File: config.mk
export PLATFORM = sky130hd
export DESIGN_NAME = ps2_mouse_kempston
export DESIGN_NICKNAME = d
export VERILOG_FILES = /design/src/rtl/ps2_mouse_kempston.sv
export SDC_FILE = /design/constraint.sdc
export NUM_CORES = 1
export LEC_CHECK = 0
export ABC_AREA = 1
export BUFFER_PORTS_ARGS = -buffer_cell sky130_fd_sc_hd__buf_2
export CORE_MARGIN = 2
export CORE_UTILIZATION = 29
export DETAILED_ROUTE_END_ITERATION = 6
export PLACE_DENSITY = 0.54
export REMOVE_ABC_BUFFERS = 1
export SETUP_SLACK_MARGIN = 0.2
export SLEW_MARGIN = 20
export SYNTH_ARGS = -nofsm -noshare
export SYNTH_HDL_FRONTEND = slang
export SYNTH_SLANG_ARGS = --single-unit
export TNS_END_PERCENT = 50
File: constraint.sdc
create_clock -name clk -period 1.6 [get_ports clk]
set_input_delay 0.16 -clock clk [delete_from_list [all_inputs] [get_ports clk]]
set_output_delay 0.16 -clock clk [all_outputs]
set_load 0.005 [all_outputs]
File: src/rtl/ps2_mouse_kempston.sv
// Purpose: PS/2 mouse byte stream -> Kempston X/Y/button registers, with streaming-enable init.
// Latency: registers and packet_strobe update one cycle after the final packet byte's rx_strobe.
// Backpressure: none on rx (every strobe is consumed); tx waits on tx_busy and an FA acknowledge.
// Build option: define PS2_MOUSE_WHEEL_EN for IntelliMouse init and 4-byte wheel packets.
module ps2_mouse_kempston #(
  parameter logic [23:0] INIT_DELAY  = 24'd2800000,
  parameter logic [19:0] PKT_TIMEOUT = 20'd560000
) (
  input  logic       clk,
  input  logic       rst_n,
  input  logic       rx_strobe,
  input  logic [7:0] rx_byte,
  output logic [7:0] tx_data,
  output logic       tx_load,
  input  logic       tx_busy,
  input  logic       tx_error,
  output logic [7:0] kmouse_x,
  output logic [7:0] kmouse_y,
  output logic [7:0] kmouse_buttons,
  output logic       packet_strobe,
  output logic       mouse_ready
);

`ifdef PS2_MOUSE_WHEEL_EN
  localparam logic [2:0] LAST_CMD = 3'd6;
  localparam logic [1:0] LAST_IDX = 2'd3;
`else
  localparam logic [2:0] LAST_CMD = 3'd0;
  localparam logic [1:0] LAST_IDX = 2'd2;
`endif

  typedef enum logic [2:0] {I_WAIT, I_SEND, I_TXWAIT, I_ACK, I_RUN} init_t;

  init_t       state, state_nx;
  logic [23:0] icnt, icnt_nx;
  logic [2:0]  k, k_nx;
  logic        tx_first, tx_first_nx;

`ifdef PS2_MOUSE_WHEEL_EN
  // IntelliMouse unlock: sample rates 200, 100, 80, then enable streaming.
  function automatic logic [7:0] cmd_byte(input logic [2:0] idx);
    case (idx)
      3'd0, 3'd2, 3'd4: cmd_byte = 8'hF3;
      3'd1:             cmd_byte = 8'hC8;
      3'd3:             cmd_byte = 8'h64;
      3'd5:             cmd_byte = 8'h50;
      default:          cmd_byte = 8'hF4;
    endcase
  endfunction
`endif

  // Init FSM state register.
  always_ff @(posedge clk or negedge rst_n) begin
    if (!rst_n) begin
      state    <= I_WAIT;
      icnt     <= 24'd0;
      k        <= 3'd0;
      tx_first <= 1'b0;
    end else begin
      state    <= state_nx;
      icnt     <= icnt_nx;
      k        <= k_nx;
      tx_first <= tx_first_nx;
    end
  end

  // Init FSM next state and command outputs.
  always_comb begin
    state_nx    = state;
    icnt_nx     = icnt;
    k_nx        = k;
    tx_first_nx = 1'b0;
    tx_load     = 1'b0;
    tx_data     = 8'h00;
    case (state)
      I_WAIT: begin
        if (icnt == INIT_DELAY - 24'd1) begin
          state_nx = I_SEND;
          icnt_nx  = 24'd0;
        end else begin
          icnt_nx = icnt + 24'd1;
        end
      end
      I_SEND: begin
        tx_load     = 1'b1;
`ifdef PS2_MOUSE_WHEEL_EN
        tx_data     = cmd_byte(k);
`else
        tx_data     = 8'hF4;
`endif
        tx_first_nx = 1'b1;
        state_nx    = I_TXWAIT;
      end
      I_TXWAIT: begin
        // The sender needs a cycle to raise busy, so the first cycle is not trusted.
        if (!tx_first && !tx_busy) begin
          icnt_nx = 24'd0;
          if (tx_error) begin
            state_nx = I_WAIT;
            k_nx     = 3'd0;
          end else begin
            state_nx = I_ACK;
          end
        end
      end
      I_ACK: begin
        if (rx_strobe && rx_byte == 8'hFA) begin
          icnt_nx = 24'd0;
          if (k == LAST_CMD) begin
            state_nx = I_RUN;
          end else begin
            k_nx     = k + 3'd1;
            state_nx = I_SEND;
          end
        end else if (icnt == {4'd0, PKT_TIMEOUT}) begin
          state_nx = I_WAIT;
          k_nx     = 3'd0;
          icnt_nx  = 24'd0;
        end else begin
          icnt_nx = icnt + 24'd1;
        end
      end
      I_RUN:   state_nx = I_RUN;
      default: state_nx = I_WAIT;
    endcase
  end

  assign mouse_ready = (state == I_RUN);

  logic [1:0]  idx;
  logic [19:0] pcnt;
  logic [2:0]  hdr_btn;   // {M, R, L} as received
  logic        hdr_xovf;
  logic        hdr_yovf;
  logic [7:0]  dx;
  logic [7:0]  dy_fin;
  logic [2:0]  btn_lo;
  logic [3:0]  wheel;

`ifdef PS2_MOUSE_WHEEL_EN
  logic [7:0] dy;
  assign dy_fin = dy;
`else
  assign dy_fin = rx_byte;
`endif

  assign kmouse_buttons = {wheel, 1'b1, btn_lo};

  // Packet assembly, inter-byte timeout and Kempston register update.
  always_ff @(posedge clk or negedge rst_n) begin
    if (!rst_n) begin
      idx           <= 2'd0;
      pcnt          <= 20'd0;
      hdr_btn       <= 3'd0;
      hdr_xovf      <= 1'b0;
      hdr_yovf      <= 1'b0;
      dx            <= 8'h00;
`ifdef PS2_MOUSE_WHEEL_EN
      dy            <= 8'h00;
`endif
      kmouse_x      <= 8'h00;
      kmouse_y      <= 8'h00;
      btn_lo        <= 3'b111;
      wheel         <= 4'hF;
      packet_strobe <= 1'b0;
    end else begin
      packet_strobe <= 1'b0;
      if (state == I_RUN) begin
        if (rx_strobe) begin
          // A byte arriving on the expiry cycle wins over the timeout.
          pcnt <= 20'd0;
          if (idx == 2'd0) begin
            // Header must carry the always-one bit; anything else is dropped to resync.
            if (rx_byte[3]) begin
              hdr_btn  <= rx_byte[2:0];
              hdr_xovf <= rx_byte[6];
              hdr_yovf <= rx_byte[7];
              idx      <= 2'd1;
            end
          end else if (idx == LAST_IDX) begin
            if (!hdr_xovf) kmouse_x <= kmouse_x + dx;
            if (!hdr_yovf) kmouse_y <= kmouse_y + dy_fin;
            btn_lo        <= {~hdr_btn[2], ~hdr_btn[0], ~hdr_btn[1]};
`ifdef PS2_MOUSE_WHEEL_EN
            wheel         <= wheel + rx_byte[3:0];
`endif
            packet_strobe <= 1'b1;
            idx           <= 2'd0;
          end else begin
            if (idx == 2'd1) dx <= rx_byte;
`ifdef PS2_MOUSE_WHEEL_EN
            else dy <= rx_byte;
`endif
            idx <= idx + 2'd1;
          end
        end else if (idx != 2'd0) begin
          if (pcnt == PKT_TIMEOUT) begin
            idx  <= 2'd0;
            pcnt <= 20'd0;
          end else begin
            pcnt <= pcnt + 20'd1;
          end
        end else begin
          pcnt <= 20'd0;
        end
      end
    end
  end

endmodule

==> impl_metrics.py, run 1 <==
metrics = {
    "global_route": {
        "grt_pass1_wl_mm": 23.6,
        "grt_max_degree": 35,
        "grt_overflow": 0,
        "grt_usage_pct": 14.7,
        "antenna_found_initial": 0,
        "grt_pass1_vias": 4848,
    },
    "floorplanning": {
        "die_height_um": 141,
        "core_um2": 18100,
        "num_rows": 49,
        "die_area_um2": 19700,
        "die-width_um": 141,
        "start_util_pct": 29.8,
        "io_pins": 48,
    },
    "worst_hold_path": {
        "hp-class": "in2reg",
        "hold_start": "rx_byte[7]",
    },
    "worst_setup_path": {
        "cpLargestDelayFamily": "simple AND/OR/NAND/NOR gates",
        "r2r_setup_slack_ns": -0.03,
        "crit_start": "icnt[0]$_DFFE_PN0P_",
        "endpoint": "icnt[3]$_DFFE_PN0P_",
        "r2r_start": "icnt[0]$_DFFE_PN0P_",
        "r2r_cells": 9,
        "critPathLaunchType": "flip-flop",
        "path_max_fanout": 4,
        "cp_num_buf_inv": 2,
        "cp.required_ns": 1.83,
        "slowest_delay_ns": 0.40,
        "reg2reg_to": "icnt[3]$_DFFE_PN0P_",
        "crit_cells": 9,
        "arrival_ns": 1.86,
        "crit_path_end_kind": "flip-flop",
        "crit_chain": "ha_2, nand2_2, inv_2, nand3_4, nor3_4, o21ai_4, nor2_4, buf_6, nor2_2",
        "path_class": "reg2reg",
        "cp_slowest_cell": "dfrtp_1",
    },
    "power": {
        "p_leak_nw": 3.58,
        "powerDensity_nw_per_um2": 588,
        "peakVddDrop_uv": 449,
    },
    "detailed_routing": {
        "first_iter_violations": 219,
        "via_count": 4907,
        "drc": 0,
        "dr.pass1.iters": 4,
        "viasPerCell": 4.58,
        "drtAntennaViolNets": 0,
        "drt-wirelength-per-cell_um": 12.9,
        "wl_mm": 13.9,
    },
    "timing": {
        "clock_skew_ns": 0.00969,
        "rsz0062_at_grt": "yes",
        "fin_crit_sh_pct": 102,
        "setup_ws_ns": -0.0289,
        "hold_viol": 0,
        "setup_violations": 13,
        "slew_viol_final": 0,
        "finalCriticalPeriod_ns": 1.63,
        "max_freq_ghz": 0.614,
    },
    "finish": {
        "final_common_cell": "nand2_1",
        "nFillCells": 1846,
        "final_core_util_pct": 41.0,
        "layout-drive-gt1-share_pct": 35.8,
        "final_cell_mix": "172 x nand2_1, 77 x inv_1, 72 x dfrtp_1",
        "nets": 873,
        "diodes": 0,
        "area_delta_synth_final_pct": 37.6,
        "stdcell_count": 1072,
    },
    "clocking": {
        "clock_sinks": 86,
        "clockBufferDepth": 2,
        "root_buffer": "clkbuf_16",
        "clk_pin_slew_worst_paths_ns": 0.07,
        "cts_tree": "yes",
        "htreeDepth": 3,
        "cts_buffers": 9,
        "worstSkewPairLatency_ns": 0.35,
    },
    "outcome": {
        "violations": "setup timing",
        "status": "finished, violations left",
    },
    "placement": {
        "dp_cells": 1016,
        "dp.final_hpwl_mm": 9.83,
        "io_buffers": 39,
        "routabilityCongestion": 0.845,
    },
    "job": {
        "max-cap-violations": 0,
    },
    "yosys": {
        "ys_seq_elements": 86,
        "synth_cell_types": 42,
        "syn_area_per_cell_um2": 7.51,
        "synth_cells": 720,
        "yosysSeqAreaShare_pct": 39.9,
        "yosysWarnings": 4,
        "syn_area_um2": 5410,
        "ys_top_cells_by_area": "dfrtp_1 38%, nand2_1 14%, inv_1 6.1%",
        "synth_top_area_share_pct": 38.4,
        "yosys.area.top_type": "dfrtp_1",
    },
}
==> registers in the layout, summed over array words and instances, names as in the netlist <==
signal and cells:
tx_first 1, k 3, idx 2, kmouse_x 8, btn_lo 3, hdr_yovf 1
hdr_xovf 1, dx 8, kmouse_y 8, packet_strobe 1, icnt 24, state 3
hdr_btn 3, pcnt 20
==> cells in the mapped netlist <==
library cell / count
a21boi_0: 1
a21oi_1: 16
a31oi_1: 3
buf_12: 1
buf_2: 3
buf_4: 15
buf_6: 2
buf_8: 1
clkinv_2: 1
conb_1: 2
dfrtp_1: 83
dfstp_2: 3
fa_1: 2
ha_1: 20
inv_1: 88
inv_2: 5
mux2_2: 3
nand2_1: 197
nand2_2: 7
nand2_4: 1
nand3_1: 48
nand3_2: 2
nand3b_1: 3
nand4_1: 19
nand4_4: 1
nor2_1: 85
nor2_2: 8
nor2_4: 6
nor2_8: 1
nor3_1: 19
nor3_4: 2
nor4_1: 1
o21a_1: 2
o21ai_0: 29
o21ai_1: 9
o21ai_2: 1
o21bai_1: 2
o22ai_1: 1
or2_2: 2
or3_1: 1
xnor2_1: 8
xor2_1: 16
==> timing repair <==
item | in CTS | in global routing
buffers inserted | 27 | 11
gates cloned | 1 | 0
gates resized for setup | 119 | 77
pin swaps | 64 | 35
endpoints found under the hold margin | 22 | 0
hold buffers | 1 | 0
setup endpoints to repair | 80 | 86
==> worst min-delay path, delay by kind of cell <==
kind	cells	cell delay [ns]
AO/OA/AOI/OAI	1	0.06
buffers and inverters	2	0.19
==> report_power, final <==
part           internal, W  switching, W  leakage, nW
Combinational    0.0000546      0.000110         2.35
Clock              0.00107      0.000961        0.133
Sequential         0.00217   0.000000659         1.10
Total              0.00330       0.00107         3.58
==> how the worst min path moves through the flow <==
stage / slack [ns] / to / cells past startpoint
2_1_floorplan: -0.14 / dx[0]$_DFFE_PN0P_ / 0
3_3_place_gp: 0.11 / kmouse_x[7]$_DFFE_PN0P_ / 1
3_5_place_dp: 0.11 / kmouse_x[7]$_DFFE_PN0P_ / 1
4_1_cts: 0.09 / hdr_yovf$_DFFE_PN0P_ / 3
5_1_grt: 0.11 / dx[5]$_DFFE_PN0P_ / 2
6_report: 0.11 / hdr_yovf$_DFFE_PN0P_ / 3
==> per-layer routing <==
layer,up-vias,GRT usage (%),share of wire [%]
met4,0,5.47,1.8
met5,-,0,0
met1,2315,20.3,48
met2,67,23.8,47
li1,2510,-,-
met3,15,1.78,2.6
==> through the flow <==
stage          cell area, um^2  setup TNS, ns  worst slack (ns)  power [W]  hold slack [ns]
4_1_cts                   7100       -0.00373          -0.00373    0.00444           0.0885
2_1_floorplan             5240        -0.0399           -0.0399    0.00226           -0.136
5_1_grt                   7440          -2.50            -0.104    0.00455            0.113
3_3_place_gp              6110         -0.820           -0.0519    0.00236            0.109
3_5_place_dp              6110          -1.21           -0.0778    0.00236            0.109
6_report                  7440         -0.220           -0.0289    0.00437            0.107
==> final cells by class <==
class                   instances  area, um^2  area share (%)
clock buffers                   9         225            3.03
multi-input cells             525        3360            45.2
inverters                      94         365            4.91
repair buffers                122         973            13.1
flip-flops and latches         86        2170            29.2
clock inverters                 7        55.1           0.740
well taps                     229         287            3.85
==> logic make-up (layout without fill, tap and decap cells) <==
kind of cell	after synthesis	in the layout	share of synthesized area (%)
other cells	2	8	0.139
xor+xnor	24	24	3.89
mux	3	3	0.625
buf+inv	116	232	9.98
fa+ha+maj	22	22	5.37
flops	86	86	39.9
compound gates	64	64	6.32
simple gates	403	404	33.8
(Power assumes the default switching activity.)
==> run 2: changes to the inputs <==
--- a/config.mk
+++ b/config.mk
@@ -6,8 +6,8 @@
 export NUM_CORES = 1
 export LEC_CHECK = 0
-export ABC_AREA = 1
 export BUFFER_PORTS_ARGS = -buffer_cell sky130_fd_sc_hd__buf_2
 export CORE_MARGIN = 2
 export CORE_UTILIZATION = 29
+export CTS_BUF_LIST = sky130_fd_sc_hd__clkbuf_2 sky130_fd_sc_hd__clkbuf_4 sky130_fd_sc_hd__clkbuf_8
 export DETAILED_ROUTE_END_ITERATION = 6
 export PLACE_DENSITY = 0.54
==> constraint.sdc (replaced) <==
create_clock -name clk -period 1.6 [get_ports clk]
set_input_delay 0.16 -clock clk [delete_from_list [all_inputs] [get_ports clk]]
set_output_delay 0.16 -clock clk [all_outputs]
set_load 0.05 [all_outputs]
==> impl_metrics.py, run 2 <==
metrics = {
    "timing": {
        "fin_crit_sh_pct": 123,
        "hold_viol": 0,
        "finalCriticalPeriod_ns": 1.97,
        "setup_violations": 84,
        "max_freq_ghz": 0.507,
        "slew_viol_final": 0,
        "rsz0062_at_grt": "yes",
        "setup_tns_ns": -18.53,
        "setup_ws_ns": -0.371,
        "clock_skew_ns": 0.0147,
    },
    "clocking": {
        "cts_buffers": 9,
        "clockBufferDepth": 2,
        "root_buffer": "clkbuf_8",
        "cts_tree": "yes",
        "clk_pin_slew_worst_paths_ns": 0.10,
        "htreeDepth": 3,
        "clock_sinks": 86,
        "worstSkewPairLatency_ns": 0.37,
    },
    "yosys": {
        "ys_seq_elements": 86,
        "async_reset_ff_share_pct": 100,
        "yosysWarnings": 4,
        "yosys.area.top_type": "dfrtp_1",
        "synth_cells": 536,
        "yosys-top-cells-count": "83 x dfrtp_1, 45 x nand2_1, 42 x nor2_1, 33 x xnor2_1, 32 x nand3_1",
        "yosysMostFrequentCell": "dfrtp_1",
        "synth_cell_types": 65,
        "yosysSeqAreaShare_pct": 41.2,
        "synthXorXnorAreaFrac_pct": 7.03,
        "synthAdderAreaFrac_pct": 5.55,
        "syn_area_um2": 5230,
        "ys_top_cells_by_area": "dfrtp_1 40%, xnor2_1 5.5%, ha_1 4.8%",
        "yosys.area_share.simple_pct": 25.8,
        "synth_ff_type": "dfrtp_1",
        "synth_compound_area_share_pct": 11.2,
        "synth_top_family_by_area": "simple AND/OR/NAND/NOR gates",
        "syn_area_per_cell_um2": 9.76,
        "synth_top_area_share_pct": 39.7,
        "synth_mux_area_share_pct": 3.66,
        "synth_edf_count": 0,
    },
    "global_route": {
        "grt_overflow": 0,
        "grt_pass1_wl_mm": 23.7,
        "antenna_found_initial": 0,
        "grt_usage_pct": 14.9,
        "grt_pass1_vias": 4819,
        "grt_max_degree": 55,
    },
    "worst_setup_path": {
        "r2r_start": "icnt[12]$_DFFE_PN0P_",
        "path_class": "reg2reg",
        "path_max_fanout": 6,
        "critPathLaunchType": "flip-flop",
        "arrival_ns": 2.24,
        "crit_path_end_kind": "flip-flop",
        "crit_start": "icnt[12]$_DFFE_PN0P_",
        "cp.required_ns": 1.87,
    },
    "finish": {
        "final_common_cell": "buf_4",
        "top_register": "icnt",
        "nFillCells": 1678,
        "area_delta_synth_final_pct": 49.5,
        "top_regs": "icnt: 24 flops, pcnt: 20 flops",
        "diodes": 0,
        "nets": 761,
        "largest_reg_flops": 24,
        "multi_input_area_um2": 3400,
        "final_cell_mix": "141 x buf_4, 81 x dfrtp_1, 41 x nand2_1",
        "layout-drive-gt1-share_pct": 48.8,
        "seqCellArea_um2": 2160,
    },
    "detailed_routing": {
        "wl_mm": 14.5,
        "dr.pass1.iters": 4,
        "first_iter_violations": 219,
        "via_count": 4740,
        "viasPerCell": 4.94,
        "drt-wirelength-per-cell_um": 15.1,
        "drtAntennaViolNets": 0,
        "drc": 0,
    },
    "floorplanning": {
        "io_pins": 48,
        "core_um2": 17800,
        "die-width_um": 138,
        "num_rows": 49,
        "die_area_um2": 19100,
        "start_util_pct": 29.3,
        "die_height_um": 138,
    },
    "placement": {
        "routabilityCongestion": 0.848,
        "io_buffers": 39,
        "dp.final_hpwl_mm": 10.2,
        "dp_slack_ns": -0.522,
    },
    "power": {
        "peakVddDrop_uv": 1040,
        "powerDensity_nw_per_um2": 1180,
        "p_leak_nw": 3.45,
    },
    "outcome": {
        "violations": "setup timing",
        "status": "finished, violations left",
    },
    "job": {
        "max-cap-violations": 0,
    },
    "worst_hold_path": {
        "hold_start": "rx_byte[0]",
        "hp-class": "in2reg",
    },
}
==> run 2: changes by cell type after synthesis, sizes merged, moves of 7 or more <==
cell,delta
and3,+10
clkbuf,+8
inv,-73
mux2,+14
nand2,-160
nand3,-18
nand4,-11
nor2,-47
nor4,+17
o21ai,-17
xnor2,+25
xor2,-7
==> run 2: cells by family (layout without fill, tap and decap cells) <==
logic type               count (synthesis)  after routing
AO/OA/AOI/OAI                           84             84
XOR/XNOR                                42             42
adder cells (fa/ha/maj)                 22             22
buffers and inverters                   52            241
flip-flops                              86             86
multiplexers                            17             17
other                                    2              8
AND/OR/NAND/NOR                        231            231
==> run 2: report_power, final <==
group / switching [W] / internal (W) / leakage [nW]
Clock: 0.000862 / 0.00107 / 0.122
Sequential: 0.000378 / 0.00265 / 1.12
Combinational: 0.00232 / 0.00193 / 2.21
Total: 0.00356 / 0.00565 / 3.45
==> run 2: stage by stage <==
step / std cells / power (W) / hold slack, ns / cell area, um^2 / util [%]
6_report: 960 / 0.00920 / 0.0687 / 7820 / 43.8
5_1_grt: 960 / 0.00978 / 0.0515 / 7820 / 43.8
4_1_cts: 949 / 0.00896 / 0.0463 / 7330 / 41.1
3_5_place_dp: 921 / 0.00667 / 0.153 / 6640 / 37.2
3_3_place_gp: 921 / 0.00653 / 0.156 / 6640 / 37.2
2_1_floorplan: 510 / 0.00523 / -0.136 / 5040 / -
==> run 2: routing by layer <==
layer,track usage [%],vias up,routed length [um]
met5,0,-,0
met4,4.30,0,242
met3,3.36,19,429
met2,25.3,87,7340
met1,19.2,2325,6450
li1,-,2309,-
==> run 2: final timing paths <==
path	cells past startpoint	slack (ns)	to
max	8	-0.37	icnt[19]$_DFFE_PN0P_
min	2	0.07	hdr_btn[0]$_DFFE_PN0P_
max reg2reg	8	-0.37	icnt[19]$_DFFE_PN0P_
min reg2reg	1	0.42	btn_lo[2]$_DFFE_PN1P_
max in group asynchronous	3	0.99	btn_lo[2]$_DFFE_PN1P_
min in group asynchronous	3	0.29	pcnt[13]$_DFFE_PN0N_
==> run 2: final cells by class <==
class	instances	area share [%]
clock buffers	10	1.68
repair buffers	205	21.0
multi-input cells	404	43.5
flip-flops and latches	86	27.6
well taps	229	3.66
inverters	20	1.06
clock inverters	6	1.50
==> run 2: repair_timing <==
| item | CTS | global route |
|---|---|---|
| cloned | 1 | 1 |
| setup buffers | 10 | 10 |
| endpoints found under the hold margin | 83 | 0 |
| resized for setup | 91 | 93 |
| hold buffers | 1 | 0 |
| pin swaps | 46 | 30 |
| setup endpoints to repair | 91 | 93 |
==> run 2: worst max-delay path, stage by stage, from the launching register on <==
cell and delay (ns):
dfrtp_1 0.40, buf_4 0.17, nor4bb_4 0.30, and3_4 0.26, a211oi_4 0.08, buf_6 0.14, nor3_4 0.28, buf_6 0.19
nor2_1 0.04
==> run 3: changes to the inputs <==
Settings changed: SETUP_SLACK_MARGIN 0.2 to 0.5.
==> impl_metrics.py, run 3 (synthesized netlist as in run 2, its figures left out) <==
metrics = {
    "global_route": {
        "grt_use_met3_pct": 3.43,
        "use_met2_pct": 25.8,
        "grt_max_degree": 55,
        "antenna_found_initial": 0,
        "grt_usage_pct": 15.1,
        "top_usage_layer": "met2",
        "grt_pass1_vias": 4901,
        "grt_overflow": 0,
        "grt_pass1_wl_mm": 23.9,
        "met1_usage_pct": 19.1,
    },
    "worst_hold_path": {
        "hp-class": "in2reg",
        "hold_path_end": "hdr_btn[0]$_DFFE_PN0P_",
        "hold_start": "rx_byte[0]",
        "hold_path_depth": 2,
    },
    "clocking": {
        "cts_buffers": 9,
        "clockBufferDepth": 2,
        "worstSkewPairLatency_ns": 0.37,
        "clock_sinks": 86,
        "root_buffer": "clkbuf_8",
        "cts_tree": "yes",
        "clk_pin_slew_worst_paths_ns": 0.09,
        "htreeDepth": 3,
    },
    "detailed_routing": {
        "drc": 0,
        "drt-wirelength-per-cell_um": 15.2,
        "drtAntennaViolNets": 0,
        "wl_mm": 14.8,
        "viasPerCell": 4.95,
        "first_iter_violations": 255,
        "via_count": 4805,
        "dr.pass1.iters": 5,
    },
    "worst_setup_path": {
        "r2r_setup_slack_ns": -0.37,
        "cp_num_buf_inv": 3,
        "cpLargestDelayFamily": "simple AND/OR/NAND/NOR gates",
        "critPathLaunchType": "flip-flop",
        "slowest_delay_ns": 0.40,
        "cp.required_ns": 1.86,
        "arrival_ns": 2.23,
        "r2r_start": "icnt[12]$_DFFE_PN0P_",
        "reg2reg_to": "icnt[19]$_DFFE_PN0P_",
        "r2r_cells": 8,
        "path_class": "reg2reg",
        "crit_chain": "buf_4, nor4bb_4, and3_4, a211oi_4, buf_6, nor3_4, buf_6, nor2_1",
        "crit_path_end_kind": "flip-flop",
        "path_max_fanout": 6,
        "cp_common_cell": "buf_6",
        "cp_slowest_cell": "dfrtp_1",
    },
    "power": {
        "powerDensity_nw_per_um2": 1190,
        "peakVddDrop_uv": 1270,
        "p_leak_nw": 3.56,
        "totalPowerFinal_w": 0.00980,
    },
    "timing": {
        "hold_ws_ns": 0.112,
        "clock_skew_ns": 0.0153,
        "hold_viol": 0,
        "setup_ws_ns": -0.368,
        "slew_viol_final": 0,
        "max_freq_ghz": 0.508,
        "finalCriticalPeriod_ns": 1.97,
        "fin_crit_sh_pct": 123,
        "setup_violations": 85,
        "rsz0062_at_grt": "yes",
    },
    "finish": {
        "final_cell_mix": "143 x buf_4, 81 x dfrtp_1, 40 x nand2_1",
        "final_common_cell": "buf_4",
        "largest_reg_flops": 24,
        "top_register": "icnt",
        "area_delta_synth_final_pct": 57.0,
        "layout-drive-gt1-share_pct": 51.1,
        "nFillCells": 1617,
        "top_regs": "icnt: 24 flops, pcnt: 20 flops",
        "nets": 772,
        "stdcell_count": 971,
        "diodes": 0,
    },
    "job": {
        "max-cap-violations": 0,
    },
    "floorplanning": {
        "core_um2": 17800,
        "start_util_pct": 29.3,
        "num_rows": 49,
        "die-width_um": 138,
        "die_height_um": 138,
        "die_area_um2": 19100,
        "io_pins": 48,
    },
    "placement": {
        "routabilityCongestion": 0.848,
        "dp.final_hpwl_mm": 10.2,
        "io_buffers": 39,
        "dp_cells": 921,
    },
    "outcome": {
        "status": "finished, violations left",
        "violations": "setup timing",
    },
}
-- run 3: cell types whose count changed in the layout (fill, tap and decap cells not counted), moves of 2 or more --
cell,previous run,this run
ha_2,4,1
nand3_1,28,26
buf_4,141,143
nor3_1,12,10
buf_8,5,19
o21ai_2,3,5
ha_4,3,8
ha_1,13,11
buf_2,30,12
nor2_2,16,18
nand3_2,2,4
buf_6,23,37
-- run 3: worst max path at each step --
stage / cells after the start / from / endpoint
finish: 8 / icnt[12]$_DFFE_PN0P_ / icnt[19]$_DFFE_PN0P_
global placement: 5 / icnt[6]$_DFFE_PN0P_ / k[1]$_DFFE_PN0P_
floorplan: 2 / state[0]$_DFFE_PN0P_ / tx_first$_DFF_PN0_
detailed placement: 9 / icnt[0]$_DFFE_PN0P_ / icnt[10]$_DFFE_PN0P_
global route: 10 / icnt[1]$_DFFE_PN0P_ / icnt[18]$_DFFE_PN0P_
CTS: 7 / icnt[0]$_DFFE_PN0P_ / icnt[10]$_DFFE_PN0P_
-- run 3: routing by layer --
metal | part of all wire (%) | wire length, um
met5 | 0 | 0
met3 | 3.3 | 490
met4 | 1.8 | 273
met1 | 44 | 6490
met2 | 51 | 7520
-- run 3: worst reg2reg max path, delay by kind of cell (launching register included) --
kind                   cells  cell delay (ns)
DFF                        1             0.40
buffers and inverters      3             0.50
AOI/OAI and AO/OA          1             0.08
and+or+nand+nor            4             0.89
-- run 3: final cells by class --
type,instances,area (um^2),area share (%)
Tap cell,229,287,3.49
Clock inverter,6,118,1.43
Sequential cell,86,2160,26.3
Timing Repair Buffer,216,1930,23.5
Multi-Input combinational cell,404,3500,42.7
Clock buffer,10,131,1.60
Inverter,20,82.6,1.01
-- run 3: timing repair --
| action | CTS | global route |
|---|---|---|
| hold buffers | 1 | 0 |
| setup buffers | 11 | 20 |
| gates resized for setup | 170 | 86 |
| hold endpoints to repair | 83 | 0 |
| pin swaps | 49 | 47 |
| gates cloned | 1 | 1 |
| setup endpoints to repair | 113 | 113 |
-- run 3: per-stage QoR --
stage	utilization, %	TNS [ns]	worst slack (ns)	instance area, um^2
6_report	46.0	-18.96	-0.368	8210
5_1_grt	46.0	-25.18	-0.462	8210
4_1_cts	42.7	-18.06	-0.311	7610
3_5_place_dp	37.2	-19.90	-0.522	6640
3_3_place_gp	37.2	-18.13	-0.387	6640
2_1_floorplan	-	-57.31	-3.29	5040
-- run 3: report_power, final --
part / internal (W) / switching (W)
sequential: 0.00265 / 0.000426
clock: 0.00107 / 0.000856
combinational: 0.00239 / 0.00241
